`src/rtl/wb_write_queue.sv`:
```
// ---------------------------------------------------------------------------
// wb_write_queue
//   Writeback-side producer for the register file write port. Buffers up to
//   DEPTH results from execute/memory and retires one per cycle. The register
//   file samples on the falling edge of CLK. The write port is driven
//   combinationally from registered state and from wb_stall, so it has settled
//   well before that edge.
//   Also forwards the newest pending value for two read addresses, so decode
//   sees results that are still queued.
//
// Ports
//   CLK, rst_n                 clock (posedge) / async active-low reset
//   in_valid/in_ready          producer handshake; in_ready = !full
//   in_rw, in_data             destination register and value offered
//   wb_stall                   freezes retirement for this cycle
//   reg_write, rw, data        register file write port (head of queue)
//   ra, rb                     read addresses checked for pending writes
//   fwd_{a,b}_hit/_data        newest queued value for ra/rb (0 on miss)
//   count, empty               occupancy
// ---------------------------------------------------------------------------
module wb_write_queue #(
   parameter int DEPTH = 4,
   parameter int AW    = 5,
   parameter int DW    = 32
) (
   input  logic                     CLK,
   input  logic                     rst_n,
   input  logic                     in_valid,
   output logic                     in_ready,
   input  logic [AW-1:0]            in_rw,
   input  logic [DW-1:0]            in_data,
   input  logic                     wb_stall,
   output logic                     reg_write,
   output logic [AW-1:0]            rw,
   output logic [DW-1:0]            data,
   input  logic [AW-1:0]            ra,
   input  logic [AW-1:0]            rb,
   output logic                     fwd_a_hit,
   output logic [DW-1:0]            fwd_a_data,
   output logic                     fwd_b_hit,
   output logic [DW-1:0]            fwd_b_data,
   output logic [$clog2(DEPTH):0]   count,
   output logic                     empty
);

   localparam int PW = $clog2(DEPTH);
   localparam int CW = PW + 1;

   logic [AW-1:0] ent_rw_q   [DEPTH];
   logic [DW-1:0] ent_data_q [DEPTH];
   logic [PW-1:0] wr_ptr_q, wr_ptr_d;
   logic [PW-1:0] rd_ptr_q, rd_ptr_d;
   logic [CW-1:0] count_q,  count_d;

   logic full;
   logic accept;
   logic push;
   logic pop;

   assign full     = (count_q == CW'(DEPTH));
   assign empty    = (count_q == '0);
   assign count    = count_q;
   // Full blocks new offers even if the head retires this cycle.
   assign in_ready = !full;
   assign accept   = in_valid && in_ready;
   // Writes to $zero are handshaken but dropped.
   assign push     = accept && (in_rw != '0);
   assign pop      = reg_write;

   assign reg_write = !empty && !wb_stall;
   assign rw        = empty ? '0 : ent_rw_q[rd_ptr_q];
   assign data      = empty ? '0 : ent_data_q[rd_ptr_q];

   always_comb begin
      wr_ptr_d = push ? wr_ptr_q + PW'(1) : wr_ptr_q;
      rd_ptr_d = pop  ? rd_ptr_q + PW'(1) : rd_ptr_q;
      count_d  = count_q;
      case ({push, pop})
         2'b10:   count_d = count_q + CW'(1);
         2'b01:   count_d = count_q - CW'(1);
         default: count_d = count_q;
      endcase
   end

   always_ff @(posedge CLK or negedge rst_n) begin
      if (!rst_n) begin
         wr_ptr_q <= '0;
         rd_ptr_q <= '0;
         count_q  <= '0;
         for (int i = 0; i < DEPTH; i++) begin
            ent_rw_q[i]   <= '0;
            ent_data_q[i] <= '0;
         end
      end else begin
         if (push) begin
            ent_rw_q[wr_ptr_q]   <= in_rw;
            ent_data_q[wr_ptr_q] <= in_data;
         end
         wr_ptr_q <= wr_ptr_d;
         rd_ptr_q <= rd_ptr_d;
         count_q  <= count_d;
      end
   end

   // Walk occupied entries oldest to newest; a later match overwrites an
   // earlier one, so the most recently pushed entry wins. The head is
   // included, so it keeps forwarding during the cycle its write lands.
   always_comb begin
      fwd_a_hit  = 1'b0;
      fwd_a_data = '0;
      fwd_b_hit  = 1'b0;
      fwd_b_data = '0;
      for (int i = 0; i < DEPTH; i++) begin
         if (CW'(i) < count_q) begin
            if (ra != '0 && ent_rw_q[rd_ptr_q + PW'(i)] == ra) begin
               fwd_a_hit  = 1'b1;
               fwd_a_data = ent_data_q[rd_ptr_q + PW'(i)];
            end
            if (rb != '0 && ent_rw_q[rd_ptr_q + PW'(i)] == rb) begin
               fwd_b_hit  = 1'b1;
               fwd_b_data = ent_data_q[rd_ptr_q + PW'(i)];
            end
         end
      end
   end

endmodule

```
`config.mk`:
```
export PLATFORM = sky130hd
export DESIGN_NAME = wb_write_queue
export DESIGN_NICKNAME = d
export VERILOG_FILES = /design/src/rtl/wb_write_queue.sv
export SDC_FILE = /design/constraint.sdc
export NUM_CORES = 1
export LEC_CHECK = 0
export BUFFER_PORTS_ARGS = -buffer_cell sky130_fd_sc_hd__buf_2
export CORE_MARGIN = 10
export CORE_UTILIZATION = 60
export CTS_CLUSTER_DIAMETER = 150
export DETAILED_ROUTE_END_ITERATION = 8
export PLACE_DENSITY = 0.83
export REMOVE_ABC_BUFFERS = 1
export SETUP_SLACK_MARGIN = 0.3
export SYNTH_ARGS = -nofsm -noshare
export SYNTH_HDL_FRONTEND = slang
export SYNTH_SLANG_ARGS = --single-unit
```
`constraint.sdc`:
```
create_clock -name CLK -period 4.8 [get_ports CLK]
set_input_delay 1.44 -clock CLK [delete_from_list [all_inputs] [get_ports CLK]]
set_output_delay 1.44 -clock CLK [all_outputs]
set_load 0.02 [all_outputs]
```
==> Flow_metrics.wiki <==
{| class="wikitable"
! Metric !! Value
|-
| Final count of pins violating max slew || 0
|-
| Sequential area share after synthesis || 0.320
|-
| Post-Syn Instances || 1,298
|-
| Minimum setup slack among reg-to-reg paths || 1.98 ns
|-
| Violation count after the first detailed-route iteration || approximately 1,600
|-
| Share of final-layout standard cells stronger than drive strength 1 || 0.465
|-
| Clock buffer count from CTS || 17
|-
| Met3 wire len || 5310 um
|-
| Number of top-level design ports || 160
|-
| Antenna violations before repair || 3
|-
| Cells along the critical path || buf_12 -> buf_4 -> mux4_2 -> xor2_1 -> nor4b_4 -> buf_6 -> buf_8 -> buf_6 -> and3_1 -> a211oi_1 -> buf_4
|-
| Fin area || 15,900 um^2
|-
| Vertical extent of the die || 162 um
|-
| Top layer in use || met5
|-
| Crit path DAT || 3.49 ns
|-
| Clock-pin slew on the worst setup and hold paths || 0.07 ns
|-
| Share of the cycle needed by the critical path after routing || 1.03
|-
| Die outline area || between 20,000 and 30,000 um^2
|-
| Pin count of the biggest net entering global routing || 130
|-
| Critical-path cell with the highest stage delay || dfrtp_4
|-
| Source-to-sink clock delay at the later pin of the worst-skew pair || roughly 0.45 ns
|-
| Quantity of hold-fixing buffers added after cts || 0
|-
| Top achievable clock speed || 203 MHz
|-
| Cell accounting for the most synthesized area || dfrtp_1
|-
| Reg-to-reg startpoint || count[0]$_DFFE_PN0P_
|-
| Critical register-to-register path endpoint || ent_data_q[33]$_DFFE_PN0P_
|-
| Hold Path Sink || ent_data_q[87]$_DFFE_PN0P_
|-
| Post-Synthesis Cell Area || 12,100 um^2
|-
| Synth top area share || 0.320
|-
| Library cell with the highest instance count after synthesis || mux2_2
|-
| Shortest period the worst path allows || 4.93 ns
|-
| Final setup fails || 16
|-
| Weighted congestion at the end of routability-driven global placement || slightly above 0.9
|-
| Post-route DRC violation count || 0
|-
| Final clock skew || about 0.019 ns
|-
| Failing checks || negative setup slack
|-
| Number of cell rows || 51
|-
| Top_reg_cell synth || dfrtp_1
|-
| Startpoint type of the worst setup path || flip-flop
|-
| Fraction of registers with async set or reset after synthesis || 1.00
|-
| Hold path depth || 1
|-
| GRT Overall Usage || 0.301
|-
| Final Net Count || 1,528
|-
| Remaining global-route overflow || 0
|-
| Number of fill cells || roughly 1,100
|-
| Sum of negative setup slack || -0.594 ns
|-
| Min-Delay Startpoint || ent_data_q[87]$_DFFE_PN0P_
|-
| RSZ-0062 raised after global routing || true
|-
| Slew at the pin closest to its max-slew limit || a little over 1 ns
|-
| EDFF count, synth || 0
|-
| Highest net fanout along the worst path || 7
|-
| Number of buffers on the longest clock path || 2
|-
| Half-perimeter wire length after placement || 25,000 um
|-
| Reg2Reg Depth || 9
|-
| Headroom to the max-slew limit || 0.312
|-
| Avg Cell Area, Syn || 9.35 um^2
|-
| Worst setup path class || reg -> out
|-
| Ratio of routed vias to standard cells || between 6 and 7
|-
| Initial Utilization || 0.618
|-
| Layout overhead on the synthesized area || 31.4%
|-
| Post-synthesis register bit count || 155
|-
| Master cell of the clock root buffer || clkbuf_16
|-
| Wire length reported by the detailed router || 45,500 um
|-
| Number of sinks handled by clock tree synthesis || between 150 and 200
|-
| Vias in the first global route || 12,100
|-
| Global-route wire length before repair || approximately 64,000 um
|-
| Count of buffers from port buffering || 159
|-
| Final setup margin || -0.126 ns
|-
| Number of max-cap violations || 0
|-
| HP Class || reg -> reg
|-
| Average wire per standard cell || approximately 26 um
|-
| Final hold violation count || 0
|-
| Chip Width || 162 um
|-
| Synth warnings || 0
|-
| Post-DRT Antenna Nets || 0
|-
| Via count || 12,200
|-
| Kind of end point of the critical path || output port
|-
| Core footprint || 19,700 um^2
|-
| Largest cells by area after synthesis || dfrtp_1 32%, mux2_2 20%, mux2i_1 5.5%
|-
| Largest stage delay on the critical path || between 0.5 and 0.6 ns
|-
| Commonest cells in the synthesized netlist || 211 x mux2_2, 155 x dfrtp_1, 127 x nand2_1
|-
| CTS HTree Levels || 4
|-
| Detailed-route wire length on metal 1 || between 15,000 and 20,000 um
|-
| Detailed route wirelength on metal2 || 21,300 um
|-
| Detailed Routing Iterations Pass 1 || 8
|-
| Status || finished, violations left
|-
| Worst path required time || 3.36 ns
|-
| TritonCTS clock tree || yes
|-
| Post-Place Cell Area || 13,500 um^2
|-
| Number of distinct library cells after synthesis || 51
|}
==> how the worst max path moves through the flow <==
stage                            startpoint        endpoint
floorplan           rd_ptr_q[1]$_DFFE_PN0P_  fwd_b_data[31]
global placement                      rb[2]  fwd_b_data[13]
detailed placement                    rb[2]  fwd_b_data[13]
CTS                 rd_ptr_q[0]$_DFFE_PN0P_  fwd_b_data[27]
global route        rd_ptr_q[0]$_DFFE_PN0P_  fwd_a_data[15]
finish              rd_ptr_q[0]$_DFFE_PN0P_  fwd_a_data[15]
==> worst max-delay path, delay by kind of cell, from the launching register on <==
family | cells | cell delay (ns)
AO/OA/AOI/OAI | 1 | 0.38
XOR/XNOR | 1 | 0.35
buffers and inverters | 6 | 0.96
flip-flops | 1 | 0.57
multiplexers | 1 | 0.46
AND/OR/NAND/NOR | 2 | 0.31
==> per-stage QoR <==
stage | util | std cells | hold WS, ns | setup WS, ns
global route | 0.811 | 1747 | 0.550 | -0.162
floorplan | - | 1175 | 0.492 | -4.51
finish | 0.811 | 1749 | 0.528 | -0.126
detailed placement | 0.686 | 1667 | 0.512 | -0.120
CTS | 0.773 | 1727 | 0.527 | 0.127
global placement | 0.686 | 1667 | 0.502 | -0.133
==> cells in the final DEF, fill, tap and decap left out, types with 7 or more instances in the layout <==
cell type | Yosys | final
mux2_2 | 211 | 211
dfrtp_1 | 155 | 153
nand2_1 | 127 | 121
buf_2 | 21 | 93
buf_4 | 3 | 92
nor2_1 | 88 | 82
o21ai_0 | 86 | 78
mux2i_1 | 67 | 67
a21oi_1 | 48 | 46
buf_6 | 8 | 45
a211oi_2 | 4 | 41
nor3_1 | 56 | 35
and3_1 | 31 | 26
clkbuf_16 | 0 | 26
buf_12 | 1 | 26
nor2b_1 | 26 | 24
a31oi_1 | 32 | 22
mux4_2 | 16 | 20
xnor2_1 | 37 | 20
inv_1 | 20 | 19
xnor2_2 | 1 | 18
o21a_1 | 18 | 18
a21o_1 | 18 | 18
nor3_2 | 0 | 14
a22o_1 | 13 | 13
o21ai_1 | 10 | 12
o221ai_2 | 10 | 12
ha_1 | 9 | 9
nor3_4 | 1 | 8
a31oi_4 | 0 | 8
nand4_1 | 7 | 7
==> timing repair <==
item                                    CTS  global route
endpoints found under the setup margin   66            66
pin swaps                                65            70
resized for setup                       187           102
gates cloned                              5             8
buffers inserted                         23            11
==> metal layers <==
metal,GRT usage,up-vias
li1,-,5046
met1,0.360,5808
met2,0.495,1004
met3,0.0720,308
met4,0.155,4
met5,0,-
==> registers in the layout, indices dropped and copies added (netlist names) <==
signal,cells
ent_data_q,128
ent_rw_q,20
count,3
rd_ptr_q,2
wr_ptr_q,2
==> final cells by class <==
type / instances / area (um^2) / share of cell area
Multi-Input combinational cell: 1000 / 8460 / 0.531
Sequential cell: 155 / 3890 / 0.244
Timing Repair Buffer: 274 / 2610 / 0.163
Clock buffer: 19 / 443 / 0.0278
Tap cell: 265 / 332 / 0.0208
Clock inverter: 13 / 134 / 0.00840
Inverter: 20 / 76.3 / 0.00479
Antenna cell: 3 / 7.51 / 0.000471
==> logic make-up after synthesis <==
kind of cell             synth area share
XOR/XNOR                           0.0316
flip-flops                          0.320
AND/OR/NAND/NOR                     0.136
multiplexers                        0.289
adder cells (fa/ha/maj)           0.00928
AO/OA/AOI/OAI                       0.160
buffers and inverters              0.0545
Power is left out: the tool's default activity adds up to more than one toggle a clock period on the data nets, which glitch-free logic cannot reach.
